## src/rtl/kbd_event_decoder.sv

```systemverilog
// PS/2 scancode to key-event decoder with a show-ahead event FIFO for the cpu MMIO port.
// Optional KBD_ASCII_EN adds a combinational US-layout ASCII lookup of the head event.
module kbd_event_decoder #(
   parameter int DEPTH = 8
) (
   input  logic                     clk,
   input  logic                     rst,
   input  logic [7:0]               ps2_data,
   input  logic                     ps2_ready,
   input  logic                     ps2_overflow,
   output logic                     ps2_rdn,
   input  logic                     kev_rd,
   output logic                     kev_valid,
   output logic [15:0]              kev_data,
   output logic [7:0]               kev_ascii,
   output logic                     kev_ovf,
   input  logic                     ovf_clr,
   output logic [$clog2(DEPTH):0]   kev_count
);

   localparam int AW = $clog2(DEPTH);
   localparam int CW = AW + 1;
   localparam logic [CW-1:0] DEPTH_C = CW'(DEPTH);

   localparam logic [1:0] S_IDLE = 2'd0;
   localparam logic [1:0] S_E0   = 2'd1;
   localparam logic [1:0] S_F0   = 2'd2;
   localparam logic [1:0] S_E0F0 = 2'd3;

   logic [1:0]    state_q, state_d;
   logic [7:0]    byte_q, byte_d;
   logic          byte_vld_q, byte_vld_d;
   logic          rdn_q, rdn_d;
   logic          lshift_q, lshift_d;
   logic          rshift_q, rshift_d;
   logic          ovf_q, ovf_d;
   logic [AW-1:0] wr_ptr_q, wr_ptr_d;
   logic [AW-1:0] rd_ptr_q, rd_ptr_d;
   logic [CW-1:0] count_q, count_d;
   logic [15:0]   mem_q [DEPTH];
   logic [15:0]   mem_d [DEPTH];

   logic          capture;
   logic          push;
   logic          do_push;
   logic          pop;
   logic          brk;
   logic          ext;
   logic [15:0]   ev;

   always_comb begin
      state_d    = state_q;
      byte_d     = byte_q;
      lshift_d   = lshift_q;
      rshift_d   = rshift_q;
      wr_ptr_d   = wr_ptr_q;
      rd_ptr_d   = rd_ptr_q;
      count_d    = count_q;
      mem_d      = mem_q;
      push       = 1'b0;
      brk        = 1'b0;
      ext        = 1'b0;
      ev         = 16'h0000;

      // Room counts the byte still in flight so a capture never outruns the FIFO.
      capture    = ps2_ready & rdn_q & ((count_q + {{AW{1'b0}}, byte_vld_q}) < DEPTH_C);
      rdn_d      = ~capture;
      byte_vld_d = capture;
      if (capture) begin
         byte_d = ps2_data;
      end

      ovf_d = (ovf_q & ~ovf_clr) | ps2_overflow;

      if (byte_vld_q) begin
         if (byte_q == 8'h00 || byte_q == 8'hFF) begin
            ovf_d   = 1'b1;
            state_d = S_IDLE;
         end else if (byte_q == 8'hE0) begin
            case (state_q)
               S_IDLE:  state_d = S_E0;
               S_E0:    state_d = S_E0;
               default: state_d = S_E0F0;
            endcase
         end else if (byte_q == 8'hF0) begin
            case (state_q)
               S_IDLE:  state_d = S_F0;
               S_F0:    state_d = S_F0;
               default: state_d = S_E0F0;
            endcase
         end else begin
            brk = (state_q == S_F0) || (state_q == S_E0F0);
            ext = (state_q == S_E0) || (state_q == S_E0F0);
            if (!ext && byte_q == 8'h12) begin
               lshift_d = ~brk;
            end
            if (!ext && byte_q == 8'h59) begin
               rshift_d = ~brk;
            end
            push    = 1'b1;
            ev      = {5'b00000, lshift_d | rshift_d, ext, brk, byte_q};
            state_d = S_IDLE;
         end
      end

      pop     = kev_rd & (count_q != '0);
      do_push = push & ((count_q != DEPTH_C) | pop);

      if (do_push) begin
         mem_d[wr_ptr_q] = ev;
         wr_ptr_d        = wr_ptr_q + AW'(1);
      end
      if (pop) begin
         rd_ptr_d = rd_ptr_q + AW'(1);
      end
      case ({do_push, pop})
         2'b10:   count_d = count_q + CW'(1);
         2'b01:   count_d = count_q - CW'(1);
         default: count_d = count_q;
      endcase
   end

   always_ff @(posedge clk) begin
      if (rst) begin
         state_q    <= S_IDLE;
         byte_q     <= 8'h00;
         byte_vld_q <= 1'b0;
         rdn_q      <= 1'b1;
         lshift_q   <= 1'b0;
         rshift_q   <= 1'b0;
         ovf_q      <= 1'b0;
         wr_ptr_q   <= '0;
         rd_ptr_q   <= '0;
         count_q    <= '0;
      end else begin
         state_q    <= state_d;
         byte_q     <= byte_d;
         byte_vld_q <= byte_vld_d;
         rdn_q      <= rdn_d;
         lshift_q   <= lshift_d;
         rshift_q   <= rshift_d;
         ovf_q      <= ovf_d;
         wr_ptr_q   <= wr_ptr_d;
         rd_ptr_q   <= rd_ptr_d;
         count_q    <= count_d;
      end
   end

   // Storage needs no reset: kev_data is masked whenever the FIFO is empty.
   always_ff @(posedge clk) begin
      mem_q <= mem_d;
   end

   assign ps2_rdn   = rdn_q;
   assign kev_valid = (count_q != '0);
   assign kev_data  = kev_valid ? mem_q[rd_ptr_q] : 16'h0000;
   assign kev_ovf   = ovf_q;
   assign kev_count = count_q;

`ifdef KBD_ASCII_EN
   function automatic logic [7:0] ascii_of(input logic [7:0] code, input logic shift);
      logic [7:0] a;
      a = 8'h00;
      case (code)
         8'h1C: a = 8'h41;  8'h32: a = 8'h42;  8'h21: a = 8'h43;  8'h23: a = 8'h44;
         8'h24: a = 8'h45;  8'h2B: a = 8'h46;  8'h34: a = 8'h47;  8'h33: a = 8'h48;
         8'h43: a = 8'h49;  8'h3B: a = 8'h4A;  8'h42: a = 8'h4B;  8'h4B: a = 8'h4C;
         8'h3A: a = 8'h4D;  8'h31: a = 8'h4E;  8'h44: a = 8'h4F;  8'h4D: a = 8'h50;
         8'h15: a = 8'h51;  8'h2D: a = 8'h52;  8'h1B: a = 8'h53;  8'h2C: a = 8'h54;
         8'h3C: a = 8'h55;  8'h2A: a = 8'h56;  8'h1D: a = 8'h57;  8'h22: a = 8'h58;
         8'h35: a = 8'h59;  8'h1A: a = 8'h5A;
         8'h45: a = 8'h30;  8'h16: a = 8'h31;  8'h1E: a = 8'h32;  8'h26: a = 8'h33;
         8'h25: a = 8'h34;  8'h2E: a = 8'h35;  8'h36: a = 8'h36;  8'h3D: a = 8'h37;
         8'h3E: a = 8'h38;  8'h46: a = 8'h39;
         8'h29: a = 8'h20;  8'h5A: a = 8'h0D;  8'h66: a = 8'h08;
         default: a = 8'h00;
      endcase
      if (a >= 8'h41 && a <= 8'h5A && !shift) begin
         a = a | 8'h20;
      end
      return a;
   endfunction

   always_comb begin
      kev_ascii = 8'h00;
      if (kev_valid && !kev_data[8] && !kev_data[9]) begin
         kev_ascii = ascii_of(kev_data[7:0], kev_data[10]);
      end
   end
`else
   assign kev_ascii = 8'h00;
`endif

endmodule

```

## config.mk

```make
export PLATFORM = sky130hd
export DESIGN_NAME = kbd_event_decoder
export DESIGN_NICKNAME = d
export VERILOG_FILES = /design/src/rtl/kbd_event_decoder.sv
export SDC_FILE = /design/constraint.sdc
export NUM_CORES = 1
export LEC_CHECK = 0
export BUFFER_PORTS_ARGS = -buffer_cell sky130_fd_sc_hd__buf_2
export CAP_MARGIN = 25
export CORE_ASPECT_RATIO = 0.6
export CORE_MARGIN = 3
export CORE_UTILIZATION = 59
export CTS_BUF_LIST = sky130_fd_sc_hd__clkbuf_16
export CTS_CLUSTER_DIAMETER = 60
export CTS_CLUSTER_SIZE = 20
export DETAILED_ROUTE_END_ITERATION = 8
export PLACE_DENSITY = 0.83
export SYNTH_ARGS = -nofsm -noshare
export SYNTH_HDL_FRONTEND = slang
export SYNTH_SLANG_ARGS = --single-unit
```

## constraint.sdc

```tcl
create_clock -name clk -period 3.1 [get_ports clk]
set_input_delay 0.62 -clock clk [delete_from_list [all_inputs] [get_ports clk]]
set_output_delay 0.62 -clock clk [all_outputs]
set_load 0.1 [all_outputs]
```

==> qor.yml <==
status:
  status: "finished, final reports clean"
sta:
  clock_skew_ns: 0.00840
  hold_viol_final: 0
  slew_headroom_pct: 37.0
  finalCritPeriodShare_pct: 91.1
  max_slew.worst_pin.slew_ns: 0.936
  setup_tns_ns: 0
  grt_setup_unrepaired: "no"
  fmax_ghz: 0.354
  maxSlewViolCount: 0
  holdWs_ns: 0.433
  fin_ws_ns: 0.277
  min_period_ns: 2.82
  finalSetupViolations: 0
cts:
  numCtsBuffers: 17
  cts_setup_buffers: 0
  clkLatencyLatePin_ns: 0.41
  cts_tree: "done"
  cts_resized: 0
  cts_hold_buffers: 0
  cts_root_buffer: "clkbuf_16"
  cts.sinks: 113
  cts.clk_slew.worst_paths_ns: 0.05
  clockBufferDepth: 2
  htreeDepth: 4
detailed_routing:
  drcViolationCount: 0
  drt-initial-drc-count: 232
  vias: 2720
  wl_um: 9730
  drtAntennaViolNets: 0
  wire_per_inst_um: 21.0
  first_pass_iters: 7
  viasPerCell: 5.86
worst_setup_path:
  cp_slowest_stage_delay_ns: 0.60
  crit_path_end_kind: "flop"
  rr_worst_depth: 8
  crit_path_start_kind: "flop"
  cpMaxStageDelayCell: "or4_4"
  crit_end: "kev_count[3]"
  crit_chain: "or4_4 > o211ai_4 > a21oi_2 > inv_1 > ha_1 > or3_1 > o32ai_1 > mux2_2"
  timing.reg2reg.setup_slack_ns: 0.28
  crit_fanout: 11
  crit_arrival_ns: 3.12
  r2r-start: "byte_q[0]"
  crit_type: "flop to flop"
  r2r-end: "kev_count[3]"
  cp-startpoint: "byte_q[0]"
  required_ns: 3.39
floorplanning:
  dieArea_um2: 9260
  die_y_um: 75.8
  core_um2: 7570
  ios: 45
  fp.dieW_um: 122
  rows: 24
  start_util_pct: 63.2
layout:
  final_common_cell: "edfxtp_1"
  stdcell_area_um2: 5580
  final_cell_mix: "edfxtp_1, buf_2, nor2_1"
  area_growth_pct: 16.6
  drive_gt1_share_pct: 27.2
  nNetsFinal: 366
  final.fill_count: 472
  antenna_cells: 0
power:
  vdd_ir_drop_max_mv: 0.639
  fin_total_pwr_uw: 5690
  p_leak_uw: 0.00205
  power_density_nw_per_um2: 1020
synthesis:
  synth_seq_cells: 113
  syn_area_per_cell_um2: 15.7
  synth_warnings: 0
  ys.flop_type: "edfxtp_1"
  syn_area_um2: 4780
  seq_area_frac_synth_pct: 65.7
  synth_cells: 305
  synthArstFlopShare_pct: 0
  ys_types: 46
  synth_edf_count: 88
global_routing:
  grt_pass1_vias: 2655
  grt_start_max_net_pins: 25
  grt.total_usage_pct: 23.5
  antenna_found_initial: 0
  grt_pass1_wl_um: 15200
  grt.overflow.total: 0
placed_design:
  placed_area_um2: 5040
  port_buffers: 31
  finalWeightedCongestion: 0.916
  dp_hpwl_um: 5890
  dp_slack_ns: 0.308
worst_hold_path:
  min_path_type: "input pin to flop"
  holdPathStages: 2
flow_run:
  drv_cap: 0
sequential cells by signal, summed over array words and instances, names as in the netlist:
signal      flops
rshift_q        1
kev_ovf         1
byte_vld_q      1
wr_ptr_q        3
mem_q          88
state_q         2
kev_count       4
rd_ptr_q        3
lshift_q        1
byte_q          8
ps2_rdn         1
area by class of cell:
type | count | area [um2] | share of cell area [%]
repair buffers | 37 | 213 | 3.81
inverters | 12 | 45.0 | 0.808
well taps | 104 | 130 | 2.33
multi-input cells | 166 | 1500 | 27.0
clock inverters | 15 | 113 | 2.02
clock buffers | 17 | 425 | 7.63
flip-flops and latches | 113 | 3150 | 56.4
Yosys cell counts, types with 5 or more instances:
library cell  count  share of area [%]
xor2_1            5               0.92
nand3_1           5               0.52
a21oi_1           8               0.84
nor2_1           27                2.1
nand2_1           6               0.47
ha_1              5                1.3
dfxtp_1          25                 10
inv_1            12               0.94
mux2i_1          17                3.6
buf_4            13                2.0
and2_1            5               0.65
mux4_2           22                 10
a22o_1            8                1.5
clkbuf_1          9               0.71
edfxtp_1         88                 55
worst min path at each step:
| stage | start | to | slack [ns] |
|---|---|---|---|
| after global placement | rshift_q | rshift_q | 0.45 |
| final | ps2_data[5] | byte_q[5] | 0.43 |
| after CTS | ps2_data[5] | byte_q[5] | 0.42 |
| after global routing | ps2_data[5] | byte_q[5] | 0.42 |
| after floorplan | state_q[1] | state_q[1] | 0.44 |
| after detailed placement | rshift_q | rshift_q | 0.47 |
report_power, final:
| part | internal, uW | switching, uW | leakage [uW] |
|---|---|---|---|
| Clock | 1140 | 618 | 0.000284 |
| Combinational | 483 | 1590 | 0.000715 |
| Sequential | 1750 | 111 | 0.00105 |
critical path, delay by kind of cell, from the launching register on:
family / cells / cell delay, ns
flip-flops: 1 / 0.36
buffers and inverters: 1 / 0.12
AND/OR/NAND/NOR: 2 / 0.99
multiplexers: 1 / 0.36
adder cells (fa/ha/maj): 1 / 0.30
AO/OA/AOI/OAI: 3 / 0.58
per-stage QoR:
step,instances,util [%]
floorplan,317,-
global placement,432,66.6
detailed placement,432,66.6
CTS,464,73.7
global route,464,73.7
finish,464,73.7
logic make-up after synthesis:
group,count (synthesis),synth area share [%]
AO/OA/AOI/OAI,29,4.55
XOR/XNOR,6,1.10
adder cells (fa/ha/maj),5,1.31
buffers and inverters,38,4.21
flip-flops,113,65.7
multiplexers,43,14.9
other,1,0.0784
AND/OR/NAND/NOR,70,8.21
metal layers:
metal,GRT usage (%),vias up,routed length [um]
li1,-,1231,-
met1,32.2,1361,4330
met2,35.3,112,4530
met3,9.20,16,712
met4,7.69,0,155
met5,0,-,0
No activity file was read; power rests on OpenSTA's default activity.
